### config.mk
export PLATFORM = sky130hd
export DESIGN_NAME = pipe_if_fetch_flat
export DESIGN_NICKNAME = d
export VERILOG_FILES = /design/src/rtl/pipe_pkg.sv /design/src/rtl/pipe_if_fetch_if.sv /design/src/rtl/pipe_if_fetch.sv /design/src/flat_wrapper.sv
export SDC_FILE = /design/constraint.sdc
export NUM_CORES = 1
export LEC_CHECK = 0
export CAP_MARGIN = 20
export CORE_MARGIN = 10
export CORE_UTILIZATION = 50
export DETAILED_ROUTE_END_ITERATION = 10
export DONT_BUFFER_PORTS = 1
export MAX_ROUTING_LAYER = met4
export PLACE_DENSITY = 0.61
export SLEW_MARGIN = 40
export SYNTH_ARGS = -nofsm -noshare
export SYNTH_HDL_FRONTEND = slang
export SYNTH_SLANG_ARGS = --single-unit
### constraint.sdc
create_clock -name clock -period 4.2 [get_ports clock]
set_input_delay 0.63 -clock clock [delete_from_list [all_inputs] [get_ports clock]]
set_output_delay 0.63 -clock clock [all_outputs]
set_load 0.01 [all_outputs]
### src/rtl/pipe_pkg.sv
// Shared definitions for the instruction-fetch stage: FSM states and
// fetch constants.
package pipe_pkg;

  typedef enum logic [1:0] {
    FETCH = 2'd0,
    HOLD  = 2'd1,
    DRAIN = 2'd2
  } if_state_t;

  localparam logic [31:0] NOP_INST         = 32'h0000_0000;
  localparam logic [31:0] PC_STEP          = 32'd4;
  localparam logic [31:0] DEFAULT_RESET_PC = 32'h0000_0000;

endpackage

### src/rtl/pipe_if_fetch_if.sv
// Instruction-memory request/ready bus between the fetch stage (master)
// and instruction memory (slave).
interface pipe_if_fetch_if;
  logic        imem_req;
  logic [31:0] imem_addr;
  logic        imem_ready;
  logic [31:0] imem_rdata;

  modport master (
    output imem_req,
    output imem_addr,
    input  imem_ready,
    input  imem_rdata
  );

  modport slave (
    input  imem_req,
    input  imem_addr,
    output imem_ready,
    output imem_rdata
  );
endinterface

### src/rtl/pipe_if_fetch.sv
// Instruction-fetch stage: owns the PC, runs the imem handshake and offers
// pc_plus_4/inst to IF/ID, with stall (wpcir) and redirect/flush support.
module pipe_if_fetch
  import pipe_pkg::*;
#(
  parameter logic [31:0] RESET_PC = DEFAULT_RESET_PC
) (
  input  logic                    clock,
  input  logic                    reset,
  input  logic                    wpcir,
  input  logic                    redirect,
  input  logic [31:0]             redirect_pc,
  pipe_if_fetch_if.master         imem,
  output logic [31:0]             pc,
  output logic [31:0]             pc_plus_4,
  output logic [31:0]             inst,
  output logic                    inst_valid
);

  if_state_t   state_q, state_d;
  logic [31:0] pc_q, pc_d;
  logic [31:0] drain_addr_q, drain_addr_d;
  logic [31:0] inst_buf_q, inst_buf_d;
  logic [31:0] redirect_tgt;
  logic [1:0]  unused_rpc_lo;

  assign redirect_tgt  = {redirect_pc[31:2], 2'b00};
  assign unused_rpc_lo = redirect_pc[1:0];

  always_ff @(posedge clock or posedge reset) begin
    if (reset) begin
      state_q      <= FETCH;
      pc_q         <= RESET_PC;
      drain_addr_q <= 32'h0;
      inst_buf_q   <= NOP_INST;
    end else begin
      state_q      <= state_d;
      pc_q         <= pc_d;
      drain_addr_q <= drain_addr_d;
      inst_buf_q   <= inst_buf_d;
    end
  end

  // Redirect outranks stall and delivery; an unanswered request must be
  // drained so the memory handshake stays stable until its ready.
  always_comb begin
    state_d      = state_q;
    pc_d         = pc_q;
    drain_addr_d = drain_addr_q;
    inst_buf_d   = inst_buf_q;
    if (redirect) begin
      pc_d = redirect_tgt;
      unique case (state_q)
        FETCH: begin
          if (!imem.imem_ready) begin
            drain_addr_d = pc_q;
            state_d      = DRAIN;
          end
        end
        HOLD:    state_d = FETCH;
        DRAIN:   if (imem.imem_ready) state_d = FETCH;
        default: state_d = FETCH;
      endcase
    end else begin
      unique case (state_q)
        FETCH: begin
          if (imem.imem_ready) begin
            if (wpcir) begin
              pc_d = pc_q + PC_STEP;
            end else begin
              inst_buf_d = imem.imem_rdata;
              state_d    = HOLD;
            end
          end
        end
        HOLD: begin
          if (wpcir) begin
            pc_d    = pc_q + PC_STEP;
            state_d = FETCH;
          end
        end
        DRAIN:   if (imem.imem_ready) state_d = FETCH;
        default: state_d = FETCH;
      endcase
    end
  end

  always_comb begin
    imem.imem_req  = (state_q != HOLD);
    imem.imem_addr = (state_q == DRAIN) ? drain_addr_q : pc_q;
    pc             = pc_q;
    pc_plus_4      = pc_q + PC_STEP;
    inst_valid     = 1'b0;
    inst           = NOP_INST;
    unique case (state_q)
      FETCH: begin
        inst_valid = imem.imem_ready && !redirect;
        if (inst_valid) inst = imem.imem_rdata;
      end
      HOLD: begin
        inst_valid = !redirect;
        if (inst_valid) inst = inst_buf_q;
      end
      default: begin
        inst_valid = 1'b0;
        inst       = NOP_INST;
      end
    endcase
  end

endmodule

### src/flat_wrapper.sv
// flat-port wrapper written by rule: the top's interface ports become plain ports
module pipe_if_fetch_flat import pipe_pkg::*;
#(
  parameter logic [31:0] RESET_PC = DEFAULT_RESET_PC
)
  (clock, reset, wpcir, redirect, redirect_pc, pc, pc_plus_4, inst, inst_valid, imem_imem_req, imem_imem_addr, imem_imem_ready, imem_imem_rdata);
  pipe_if_fetch_if imem_i ();
  input  logic clock;
  input  logic reset;
  input  logic wpcir;
  input  logic redirect;
  input  logic [31:0] redirect_pc;
  output logic [31:0] pc;
  output logic [31:0] pc_plus_4;
  output logic [31:0] inst;
  output logic inst_valid;
  output wire logic [$bits(imem_i.imem_req)-1:0] imem_imem_req;
  output wire logic [$bits(imem_i.imem_addr)-1:0] imem_imem_addr;
  input wire logic [$bits(imem_i.imem_ready)-1:0] imem_imem_ready;
  input wire logic [$bits(imem_i.imem_rdata)-1:0] imem_imem_rdata;
  assign imem_imem_req = imem_i.imem_req;
  assign imem_imem_addr = imem_i.imem_addr;
  assign imem_i.imem_ready = imem_imem_ready;
  assign imem_i.imem_rdata = imem_imem_rdata;
  pipe_if_fetch #(.RESET_PC(RESET_PC)) u_core (.clock(clock), .reset(reset), .wpcir(wpcir), .redirect(redirect), .redirect_pc(redirect_pc), .imem(imem_i), .pc(pc), .pc_plus_4(pc_plus_4), .inst(inst), .inst_valid(inst_valid));
endmodule
==> flow_summary.html <==
<table>
<tr><th>Metric</th><th>Value</th></tr>
<tr><th colspan="2">Global route</th></tr>
<tr><td>Overall global routing resource usage</td><td>19.9%</td></tr>
<tr><td>Largest net degree at the start of global routing</td><td>77</td></tr>
<tr><td>Antenna violations before repair</td><td>1</td></tr>
<tr><td>Global-route wire length before repair</td><td>24.6 mm</td></tr>
<tr><td>Vias in the first global route</td><td>4,139</td></tr>
<tr><td>Total gr overflow</td><td>0</td></tr>
<tr><th colspan="2">Logic synthesis</th></tr>
<tr><td>Most used standard cell by instance count after synthesis</td><td>sky130_fd_sc_hd__dfrtp_1</td></tr>
<tr><td>Commonest cells in the synthesized netlist</td><td>sky130_fd_sc_hd__dfrtp_1, sky130_fd_sc_hd__mux2_2, sky130_fd_sc_hd__nand2_1</td></tr>
<tr><td>Yosys top cell area share</td><td>42.7%</td></tr>
<tr><td>Total standard cell area after synthesis</td><td>5510 um^2</td></tr>
<tr><td>Average cell area after synthesis</td><td>10.2 um^2</td></tr>
<tr><td>Number of storage elements in the synthesis netlist</td><td>94</td></tr>
<tr><td>Distinct cell type count of the synthesized netlist</td><td>44</td></tr>
<tr><td>Post-synth EDFFs</td><td>0</td></tr>
<tr><td>Leading area contributor after synthesis</td><td>sky130_fd_sc_hd__dfrtp_1</td></tr>
<tr><td>Fraction of the yosys area taken by sequential cells</td><td>42.7%</td></tr>
<tr><td>Gate Count Post-Synth</td><td>539</td></tr>
<tr><td>Total of warnings raised by yosys</td><td>0</td></tr>
<tr><td>Primary flip-flop cell chosen by synthesis mapping</td><td>sky130_fd_sc_hd__dfrtp_1</td></tr>
<tr><td>Async SR Flop Fraction</td><td>100%</td></tr>
<tr><td>Leading post-synthesis cells by cell area</td><td>sky130_fd_sc_hd__dfrtp_1, sky130_fd_sc_hd__mux2_2, sky130_fd_sc_hd__a22o_1, sky130_fd_sc_hd__xnor2_1, sky130_fd_sc_hd__nand2_1</td></tr>
<tr><th colspan="2">Critical path</th></tr>
<tr><td>Critical setup path kind</td><td>reg -&gt; out</td></tr>
<tr><td>Critical Path Source Type</td><td>flop</td></tr>
<tr><td>Required time worst endpoint</td><td>3570 ps</td></tr>
<tr><td>Maximum net fanout on the critical path</td><td>17</td></tr>
<tr><td>Critical path arrival</td><td>2800 ps</td></tr>
<tr><td>Worst setup path endpoint</td><td>pc_plus_4[30]</td></tr>
<tr><td>Depth of the worst register-to-register path</td><td>5</td></tr>
<tr><td>Critical register-to-register path startpoint</td><td>u_core.pc[2]</td></tr>
<tr><td>Register-to-register setup slack</td><td>1430 ps</td></tr>
<tr><td>Setup crit start</td><td>u_core.pc[15]</td></tr>
<tr><td>Endpoint of the most critical register-to-register path</td><td>u_core.pc[20]</td></tr>
<tr><td>Element type at the critical path end</td><td>output pin</td></tr>
<tr><th colspan="2">Placement</th></tr>
<tr><td>Final GP Congestion</td><td>0.802</td></tr>
<tr><td>Post-detailed-placement half-perimeter wirelength</td><td>11.6 mm</td></tr>
<tr><td>PortBufs</td><td>0</td></tr>
<tr><td>Instance count after placement with tap cells included</td><td>634</td></tr>
<tr><th colspan="2">Detailed routing</th></tr>
<tr><td>Detailed Route WL</td><td>16.0 mm</td></tr>
<tr><td>Initial DRT Pass Iterations</td><td>5</td></tr>
<tr><td>Iteration-0 DRC Markers</td><td>358</td></tr>
<tr><td>Post-route DRC</td><td>0</td></tr>
<tr><td>Wire per inst</td><td>24.5 um</td></tr>
<tr><td>DR vias</td><td>4,144</td></tr>
<tr><td>DR vias/cell</td><td>6.37</td></tr>
<tr><td>Number of nets with antenna violations after detailed routing</td><td>0</td></tr>
<tr><th colspan="2">Clock network</th></tr>
<tr><td>Clk_lat worst skew</td><td>370 ps</td></tr>
<tr><td>Setup fix buffers added after clock tree synthesis</td><td>0</td></tr>
<tr><td>Number of clock buffers inserted by TritonCTS</td><td>9</td></tr>
<tr><td>CTS root buffer</td><td>sky130_fd_sc_hd__clkbuf_8</td></tr>
<tr><td>Maximum buffer depth of the clock tree</td><td>2</td></tr>
<tr><td>Hold bufs inserted after CTS</td><td>0</td></tr>
<tr><td>Clock H-tree levels</td><td>3</td></tr>
<tr><td>CTS resizes</td><td>0</td></tr>
<tr><td>Num Clock Sinks</td><td>94</td></tr>
<tr><td>TritonCTS clock tree</td><td>built</td></tr>
<tr><td>Clock transition time at the flip-flop clock pins of the worst setup and hold paths</td><td>100 ps</td></tr>
<tr><th colspan="2">Cells and area</th></tr>
<tr><td>Layout overhead on the synthesized area</td><td>5.40%</td></tr>
<tr><td>NumNets Final</td><td>575</td></tr>
<tr><td>Fin cells</td><td>651</td></tr>
<tr><td>Fraction of final layout cells sized beyond drive strength 1</td><td>25.5%</td></tr>
<tr><td>Final design utilization</td><td>53.8%</td></tr>
<tr><th colspan="2">Pwr</th></tr>
<tr><td>Power consumption</td><td>0.00251 W</td></tr>
<tr><td>Power per cell area</td><td>432 nW/um^2</td></tr>
<tr><td>Worst-case vdd ir drop</td><td>209 uV</td></tr>
<tr><td>Static leakage power</td><td>2.22 nW</td></tr>
<tr><th colspan="2">STA</th></tr>
<tr><td>Slew headroom</td><td>45.4%</td></tr>
<tr><td>Setup violators final</td><td>0</td></tr>
<tr><td>Final Hold Viols</td><td>0</td></tr>
<tr><td>Clock Skews</td><td>8.00 ps</td></tr>
<tr><td>Achievable frequency</td><td>291 MHz</td></tr>
<tr><td>Number of max-slew violations in the final report</td><td>0</td></tr>
<tr><td>Share of the clock period used by the worst path after layout</td><td>81.7%</td></tr>
<tr><td>Setup repair after global routing missed its margin</td><td>no</td></tr>
<tr><td>Minimum period implied by the final worst setup slack</td><td>3430 ps</td></tr>
<tr><td>Final total negative setup slack</td><td>0 ps</td></tr>
<tr><td>Slew at the pin closest to its max-slew limit</td><td>812 ps</td></tr>
<tr><th colspan="2">Worst hold path</th></tr>
<tr><td>Hold Path Class</td><td>in -&gt; async</td></tr>
<tr><th colspan="2">Floorplan</th></tr>
<tr><td>Starting density of the core</td><td>51.1%</td></tr>
<tr><td>Die Area</td><td>15,600 um^2</td></tr>
<tr><td>Width of the chip</td><td>125 um</td></tr>
<tr><td>Num ports</td><td>199</td></tr>
<tr><td>Die height</td><td>125 um</td></tr>
<tr><td>Count of standard-cell rows</td><td>38</td></tr>
<tr><td>Core ar.</td><td>10,800 um^2</td></tr>
<tr><th colspan="2">Job</th></tr>
<tr><td>Number of maximum-capacitance constraint violations</td><td>0</td></tr>
<tr><th colspan="2">Run status</th></tr>
<tr><td>Result of the run</td><td>completed</td></tr>
</table>
==> critical path: stages (launching register included) <==
cell                      delay [ps]
sky130_fd_sc_hd__dfrtp_1         570
sky130_fd_sc_hd__nand3_1         430
sky130_fd_sc_hd__or3_1           690
sky130_fd_sc_hd__nor4_1          410
sky130_fd_sc_hd__xor2_1          340
==> worst min-delay path by stage <==
| stage | startpoint | end | slack, ps | cells after the start |
|---|---|---|---|---|
| floorplan | u_core.drain_addr_q[10] | u_core.drain_addr_q[10] | 470 | 1 |
| global placement | u_core.drain_addr_q[9] | u_core.drain_addr_q[9] | 480 | 1 |
| detailed placement | u_core.drain_addr_q[5] | u_core.drain_addr_q[5] | 490 | 1 |
| CTS | reset | u_core.inst_buf_q[13] | 260 | 1 |
| global route | reset | u_core.inst_buf_q[0] | 280 | 1 |
| finish | reset | u_core.inst_buf_q[23] | 230 | 1 |
==> cell families (layout without fill, tap and decap cells) <==
group | count (synthesis) | count (layout) | synth area share [%]
muxes | 89 | 89 | 18.2
and+or+nand+nor | 169 | 169 | 16.6
buffers and inverters | 65 | 31 | 5.38
AOI/OAI and AO/OA | 85 | 85 | 11.3
DFF | 94 | 94 | 42.7
adders and majority gates | 1 | 1 | 0.227
xor gates and xnor gates | 35 | 35 | 5.56
other | 1 | 7 | 0.0681
==> report_power, final <==
part / leakage [nW] / total, W / internal (W) / switching (W)
Combinational: 1.00 / 0.000500 / 0.000246 / 0.000253
Clock: 0.112 / 0.000746 / 0.000397 / 0.000349
Sequential: 1.10 / 0.00126 / 0.00109 / 0.000179
==> through the flow <==
step | hold slack (ps) | area, um^2 | setup slack, ps
after floorplan | 475 | 5530 | 1120
after global placement | 483 | 5510 | 1240
after detailed placement | 492 | 5550 | 1190
after CTS | 257 | 5790 | 785
after global routing | 278 | 5810 | 576
final | 232 | 5810 | 768
==> metal layers <==
layer	global-route usage (%)	wire, um	vias up
li1	-	-	1882
met1	24.5	6530	2069
met2	29.6	7540	177
met3	7.18	1660	16
met4	6.91	248	0
met5	-	0	-
==> cells in the final DEF (no fill, tap or decap), types with 3 or more instances in the layout <==
| cell | synthesis | routed |
|---|---|---|
| sky130_fd_sc_hd__nand2_1 | 39 | 39 |
| sky130_fd_sc_hd__mux2_2 | 88 | 88 |
| sky130_fd_sc_hd__inv_1 | 6 | 5 |
| sky130_fd_sc_hd__a22oi_1 | 3 | 3 |
| sky130_fd_sc_hd__nor4_1 | 10 | 9 |
| sky130_fd_sc_hd__a22o_1 | 32 | 32 |
| sky130_fd_sc_hd__dfrtp_1 | 94 | 94 |
| sky130_fd_sc_hd__clkbuf_8 | 0 | 9 |
| sky130_fd_sc_hd__conb_1 | 1 | 6 |
| sky130_fd_sc_hd__o21ai_0 | 17 | 17 |
| sky130_fd_sc_hd__nor2_1 | 25 | 24 |
| sky130_fd_sc_hd__nor2b_1 | 8 | 6 |
| sky130_fd_sc_hd__or3_1 | 6 | 6 |
| sky130_fd_sc_hd__and3_1 | 5 | 5 |
| sky130_fd_sc_hd__or2_2 | 4 | 4 |
| sky130_fd_sc_hd__xor2_1 | 14 | 14 |
| sky130_fd_sc_hd__nand3_1 | 22 | 22 |
| sky130_fd_sc_hd__buf_4 | 8 | 7 |
| sky130_fd_sc_hd__or4_1 | 13 | 13 |
| sky130_fd_sc_hd__nand4_1 | 14 | 14 |
| sky130_fd_sc_hd__bufinv_16 | 0 | 3 |
| sky130_fd_sc_hd__a31oi_1 | 13 | 13 |
| sky130_fd_sc_hd__nor3_1 | 9 | 8 |
| sky130_fd_sc_hd__xnor2_1 | 21 | 21 |
| sky130_fd_sc_hd__and4_1 | 3 | 3 |
| sky130_fd_sc_hd__o31ai_1 | 11 | 11 |
| sky130_fd_sc_hd__clkinvlp_4 | 0 | 3 |
==> area by class of cell <==
| cell class | count | area, um^2 |
|---|---|---|
| clock inverter | 7 | 121 |
| fill | 970 | 4980 |
| tap | 140 | 175 |
| sequential | 94 | 2350 |
| timing repair buffer | 9 | 82.6 |
| clock buffer | 9 | 124 |
| multi-input combinational | 385 | 2920 |
| inverter | 6 | 27.5 |
| antenna | 1 | 2.50 |
==> sequential cells by signal, indices dropped and copies added, names as in the netlist <==
signal,cells
u_core.state_q,2
u_core.pc,30
u_core.drain_addr_q,30
u_core.inst_buf_q,32
No activity file was read; power rests on OpenSTA's default activity.
==> patch 1: new RTL, same settings <==
Encoding of `if_state_t`: now one-hot (3 bits for 3 states).
--- a/src/rtl/pipe_pkg.sv
+++ b/src/rtl/pipe_pkg.sv
@@ -2,10 +2,10 @@
 // fetch constants.
 package pipe_pkg;
 
-  typedef enum logic [1:0] {
-    FETCH = 2'd0,
-    HOLD  = 2'd1,
-    DRAIN = 2'd2
+  typedef enum logic [2:0] {
+    FETCH = 3'b001,
+    HOLD  = 3'b010,
+    DRAIN = 3'b100
   } if_state_t;
 
   localparam logic [31:0] NOP_INST         = 32'h0000_0000;
Behaviour: same outputs for any inputs over 4 cycles, from zero or initial values and one cycle with reset high; so few cycles prove little.
==> patch 1 against the original RTL <==
Wire length shrank 1.0%. Area after synthesis grew 3.7%. Sequential cell count grew 1. Power grew 4.7%. Largest power group unchanged. Cell area grew 4.1%. Worst setup slack gained 0.23 ns. Sequential power grew 6%.
==> patch 1: results (changes against the original RTL) <==
metric,value,unit,change
routedWlPerCell,24.0,um,-2.4%
worstMarginPinSlew,0.748,ns,-0.0644 ns
setup_ws,0.994,ns,+0.226 ns
drt_first_pass_iters,5,,unchanged
cpMaxStageDelayCell,nor3_2,,
numCtsBuffers,9,,unchanged
synth.area.top_cells,"dfrtp_1, mux2_2, a22o_1, xnor2_1, buf_2",,
cts.clk_slew.worst_paths,0.06,ns,-0.04 ns
drive_gt1_frac,0.248,,-0.00683
ir_worst_vdd,0.258,mV,+23%
gp_congestion,0.810,,+1.0%
vias,4259,,+2.8%
largest_register,u_core.inst_buf_q,,
insertion_delay,0.34,ns,-0.03 ns
worstSetupPathType,reg2out,,
p_leak,2.24,nW,+0.95%
drt_iter0_drc,304,,-15%
num_antenna_cells,0,,-1
synth_common_cells,"dfrtp_1, mux2_2, a22o_1",,
critPathMaxStageDelay,0.62,ns,-0.07 ns
fin_nets,587,,+2.1%
cts_resized,0,,unchanged
finClkSkew,0.00349,ns,-0.00452 ns
io_buffers,0,,unchanged
post_cts_buffers,0,,unchanged
dpl.hpwl,11500,um,-1.6%
gr-usage-all-layers,0.196,,-0.00280
drtAntennaViolNets,0,,unchanged
status,"finished, final reports clean",,
clk_path_buf_depth,2,,unchanged
holdCritPathClass,in2async,,
grt_pass1_wl,24600,um,+0.31%
dp_slack,1.39,ns,+0.205 ns
cts_root_buffer,clkbuf_16,,
async_flop_share,1.00,,unchanged
antenna_found_initial,0,,-1
cp_max_fo,26,,+9
r2r-start,u_core.state_q[2],,
gr-total-overflow,0,,unchanged
seq_area_frac_synth,0.416,,-0.0105
synth_top_flop_cell,dfrtp_1,,
yosysWarnings,0,,unchanged
synthDistinctLibCells,64,,+45%
first_global_vias,4070,,-1.7%
largest_reg_flops,32,,unchanged
nFillCells,972,,+0.21%
crit_family,simple AND/OR/NAND/NOR gates,,
crit_start,u_core.state_q[1],,
grt_max_degree,57,,-26%
htree_levels,3,,unchanged
p_sw_frac,0.300,,-0.0112
patch 1: per-stage QoR:
step                      instance area (um2)  hold WS (ns)  utilization  power (W)  instances
after floorplan                          5730         0.459            -    0.00177        554
after CTS                                6030         0.314        0.547    0.00266        660
after global routing                     6040         0.327        0.548    0.00278        660
final                                    6040         0.283        0.548    0.00263        660
after detailed placement                 5770         0.490        0.523    0.00189        646
after global placement                   5710         0.473        0.518    0.00186        644
patch 1: area by class of cell:
type	count	area share
Sequential cell	95	0.394
Inverter	8	0.00538
Clock inverter	1	0.000828
Timing Repair Buffer	12	0.0215
Tap cell	140	0.0290
Multi-Input combinational cell	391	0.507
Clock buffer	13	0.0431
patch 1: path summary, 6_finish.rpt:
| path | slack, ns | depth (start not counted) | endpoint |
|---|---|---|---|
| min in group clock | 0.35 | 1 | u_core.state_q[2] |
| worst min-delay path | 0.28 | 1 | u_core.drain_addr_q[10] |
| max in group asynchronous | 2.89 | 2 | u_core.state_q[0] |
| worst max register to register | 1.92 | 5 | u_core.pc[18] |
| worst min register to register | 0.50 | 1 | u_core.inst_buf_q[15] |
| worst max-delay path | 0.99 | 4 | inst[28] |
patch 1: metal layers:
layer,share of wire,track usage,up-vias
met5,0,-,-
met1,0.43,0.250,2111
met3,0.089,0.0662,18
li1,-,-,1963
met4,0.017,0.0663,0
met2,0.46,0.287,167
patch 1: cells by family after synthesis:
kind of cell | after synthesis | synth area share
DFF | 95 | 0.416
buffers and inverters | 68 | 0.0587
AOI/OAI and AO/OA | 107 | 0.142
and+or+nand+nor | 154 | 0.153
xor gates and xnor gates | 35 | 0.0537
muxes | 88 | 0.173
other | 1 | 0.000656
adders and majority gates | 1 | 0.00219
patch 1: power groups by stage:
stage / logic [W] / clock network [W] / registers [W]
2_1_floorplan: 0.000509 / 0 / 0.00126
3_3_place_gp: 0.000523 / 0 / 0.00134
3_5_place_dp: 0.000542 / 0 / 0.00135
4_1_cts: 0.000543 / 0.000784 / 0.00133
5_1_grt: 0.000589 / 0.000822 / 0.00137
6_report: 0.000534 / 0.000758 / 0.00133
==> patch 2: new RTL, same settings <==
Without the edit above. Make the reset (`reset`) synchronous in one clocked block.
--- a/src/rtl/pipe_if_fetch.sv
+++ b/src/rtl/pipe_if_fetch.sv
@@ -27,7 +27,7 @@
   assign redirect_tgt  = {redirect_pc[31:2], 2'b00};
   assign unused_rpc_lo = redirect_pc[1:0];
 
-  always_ff @(posedge clock or posedge reset) begin
+  always_ff @(posedge clock) begin
     if (reset) begin
       state_q      <= FETCH;
       pc_q         <= RESET_PC;
Behaviour: differs if reset is asserted again (counterexample within 4 cycles, from zero or initial values and one cycle with reset high); with reset held inactive, the same outputs for 4 cycles.
==> patch 2 against the original RTL <==
Sequential share of layout area fell by 5.8 points. Die area is 3.1% lower. Cell area down 6.7%. Worst setup slack lost 0.17 ns. Wire length is 0.86% higher. Global-route usage up 0.46 points. Area after synthesis is 3.7% lower. Worst hold slack better by 0.11 ns. Sequential cell count unchanged.
Power is not compared: it rests on default switching activity, and its combinational part moved more than twofold at a synthesized area within 25%.
==> patch 2: results (changes against the original RTL) <==
metric,value,unit,change
crit_family,simple AND/OR/NAND/NOR gates,,
status,"finished, final reports clean",,
worstMarginPinSlew,0.690,ns,-0.122 ns
reg2regPathDepth,5,,unchanged
grt_pass1_wl,24100,um,-1.9%
routed_wl,16100,um,+0.86%
synth_common_cells,"nand2_1, dfxtp_1, a21oi_1",,
hold_buffers,0,,unchanged
worst-endpoint-arrival,2.97,ns,+0.17 ns
grt_max_degree,97,,+26%
setup_ws,0.602,ns,-0.165 ns
drive_gt1_frac,0.122,,-0.133
placement.cell_area,0.00518,mm2,-6.5%
num_antenna_cells,0,,-1
async_flop_share,0,,-1.00
cpMaxStageDelayCell,or4_4,,
synth_top_flop_cell,dfxtp_1,,
intPower,0.00137,W,
synthDistinctLibCells,56,,+27%
holdCritPathClass,in2reg,,
drt_first_pass_iters,4,,-1
seq_area_frac_synth,0.355,,-0.0723
numCtsBuffers,9,,unchanged
largest_register,u_core.inst_buf_q,,
insertion_delay,0.35,ns,-0.02 ns
synth.area.top_cells,"dfxtp_1, nand2_1, a21oi_1, mux2_2, a22o_1",,
gr-usage-all-layers,0.204,,+0.00458
vias,4579,,+10%
finClkSkew,0.0141,ns,+0.00608 ns
gp_congestion,0.871,,+8.6%
dp_slack,0.987,ns,-0.201 ns
clk_path_buf_depth,2,,unchanged
cts_resized,0,,unchanged
dp_cells,742,,+17%
critPathMaxStageDelay,0.66,ns,-0.03 ns
endpoint_kind,primary output,,
cts.clk_slew.worst_paths,0.10,ns,about the same
drt_iter0_drc,339,,-5.3%
cp_max_fo,13,,-4
vias_per_cell,6.04,,-5.1%
endpoint,pc_plus_4[26],,
r2r-start,u_core.pc[3],,
avgSynthCellArea,7.90,um2,-23%
fin_nets,687,,+19%
first_global_vias,4302,,+3.9%
worst_r2r_endpoint,u_core.pc[28],,
crit_start,u_core.pc[3],,
antenna_found_initial,0,,-1
ff2ff_setup_slack,1.57,ns,+0.14 ns
dpl.hpwl,11200,um,-3.9%
io_buffers,0,,unchanged
## patch 2: cell types whose count changed in the layout (fill, tap and decap cells not counted), sizes merged, moves of 7 or more
| cell | before | now |
|---|---|---|
| nor2b | 8 | 1 |
| nand3 | 23 | 11 |
| a21oi | 2 | 68 |
| o31ai | 11 | 1 |
| o211ai | 2 | 15 |
| mux2 | 88 | 30 |
| dfxtp | 0 | 94 |
| o21ai | 17 | 4 |
| nand2 | 39 | 157 |
| dfrtp | 94 | 0 |
## patch 2: how the worst min path moves through the flow
stage | start | end | slack, ns | cells past startpoint
detailed placement | u_core.drain_addr_q[21] | u_core.drain_addr_q[21] | 0.44 | 2
CTS | reset | u_core.drain_addr_q[29] | 0.32 | 1
floorplan | u_core.drain_addr_q[10] | u_core.drain_addr_q[10] | 0.43 | 2
global route | reset | u_core.drain_addr_q[29] | 0.31 | 1
finish | imem_imem_ready | u_core.state_q[1] | 0.34 | 1
global placement | u_core.drain_addr_q[2] | u_core.drain_addr_q[2] | 0.43 | 2
## patch 2: logic make-up after synthesis
kind of cell,share of synthesized area
compound gates,0.213
xor+xnor,0.0545
fa+ha+maj,0.00236
buf+inv,0.0827
flops,0.355
mux,0.0636
other cells,0.000707
simple gates,0.228
## patch 2: area by class of cell
cell class,count,area (um2)
clock buffers,10,138
multi-input cells,496,3040
inverters,7,26.3
clock inverters,6,91.3
fillers,989,4900
repair buffers,9,67.6
flip-flops and latches,94,1880
well taps,136,170
## patch 2: power groups by stage
stage | Combinational (W) | Clock [W] | Sequential (W)
6_report | 0.000223 | 0.000691 | 0.000997
5_1_grt | 0.000246 | 0.000746 | 0.00101
4_1_cts | 0.000227 | 0.000711 | 0.000997
3_5_place_dp | 0.000226 | 0 | 0.00102
3_3_place_gp | 0.000222 | 0 | 0.00102
2_1_floorplan | 0.000233 | 0 | 0.000979
## patch 2: through the flow
step                hold WS, ns  utilization
global placement          0.433        0.502
CTS                       0.318        0.524
finish                    0.341        0.525
global route              0.308        0.525
detailed placement        0.440        0.502
floorplan                 0.434            -
## patch 2: worst register-to-register path, stage by stage, from the launching register on
cell	delay [ns]
dfxtp_1	0.57
ha_1	0.28
nand3_1	0.35
or4_4	0.66
o311a_1	0.39
a211o_1	0.27
## patch 2: per-layer routing
layer  up-vias  global-route usage  part of all wire
li1       2229                   -                 -
met5         -                   -                 0
met3        15              0.0647              0.10
met2       180               0.318              0.48
met4         0              0.0568             0.012
met1      2155               0.249              0.40
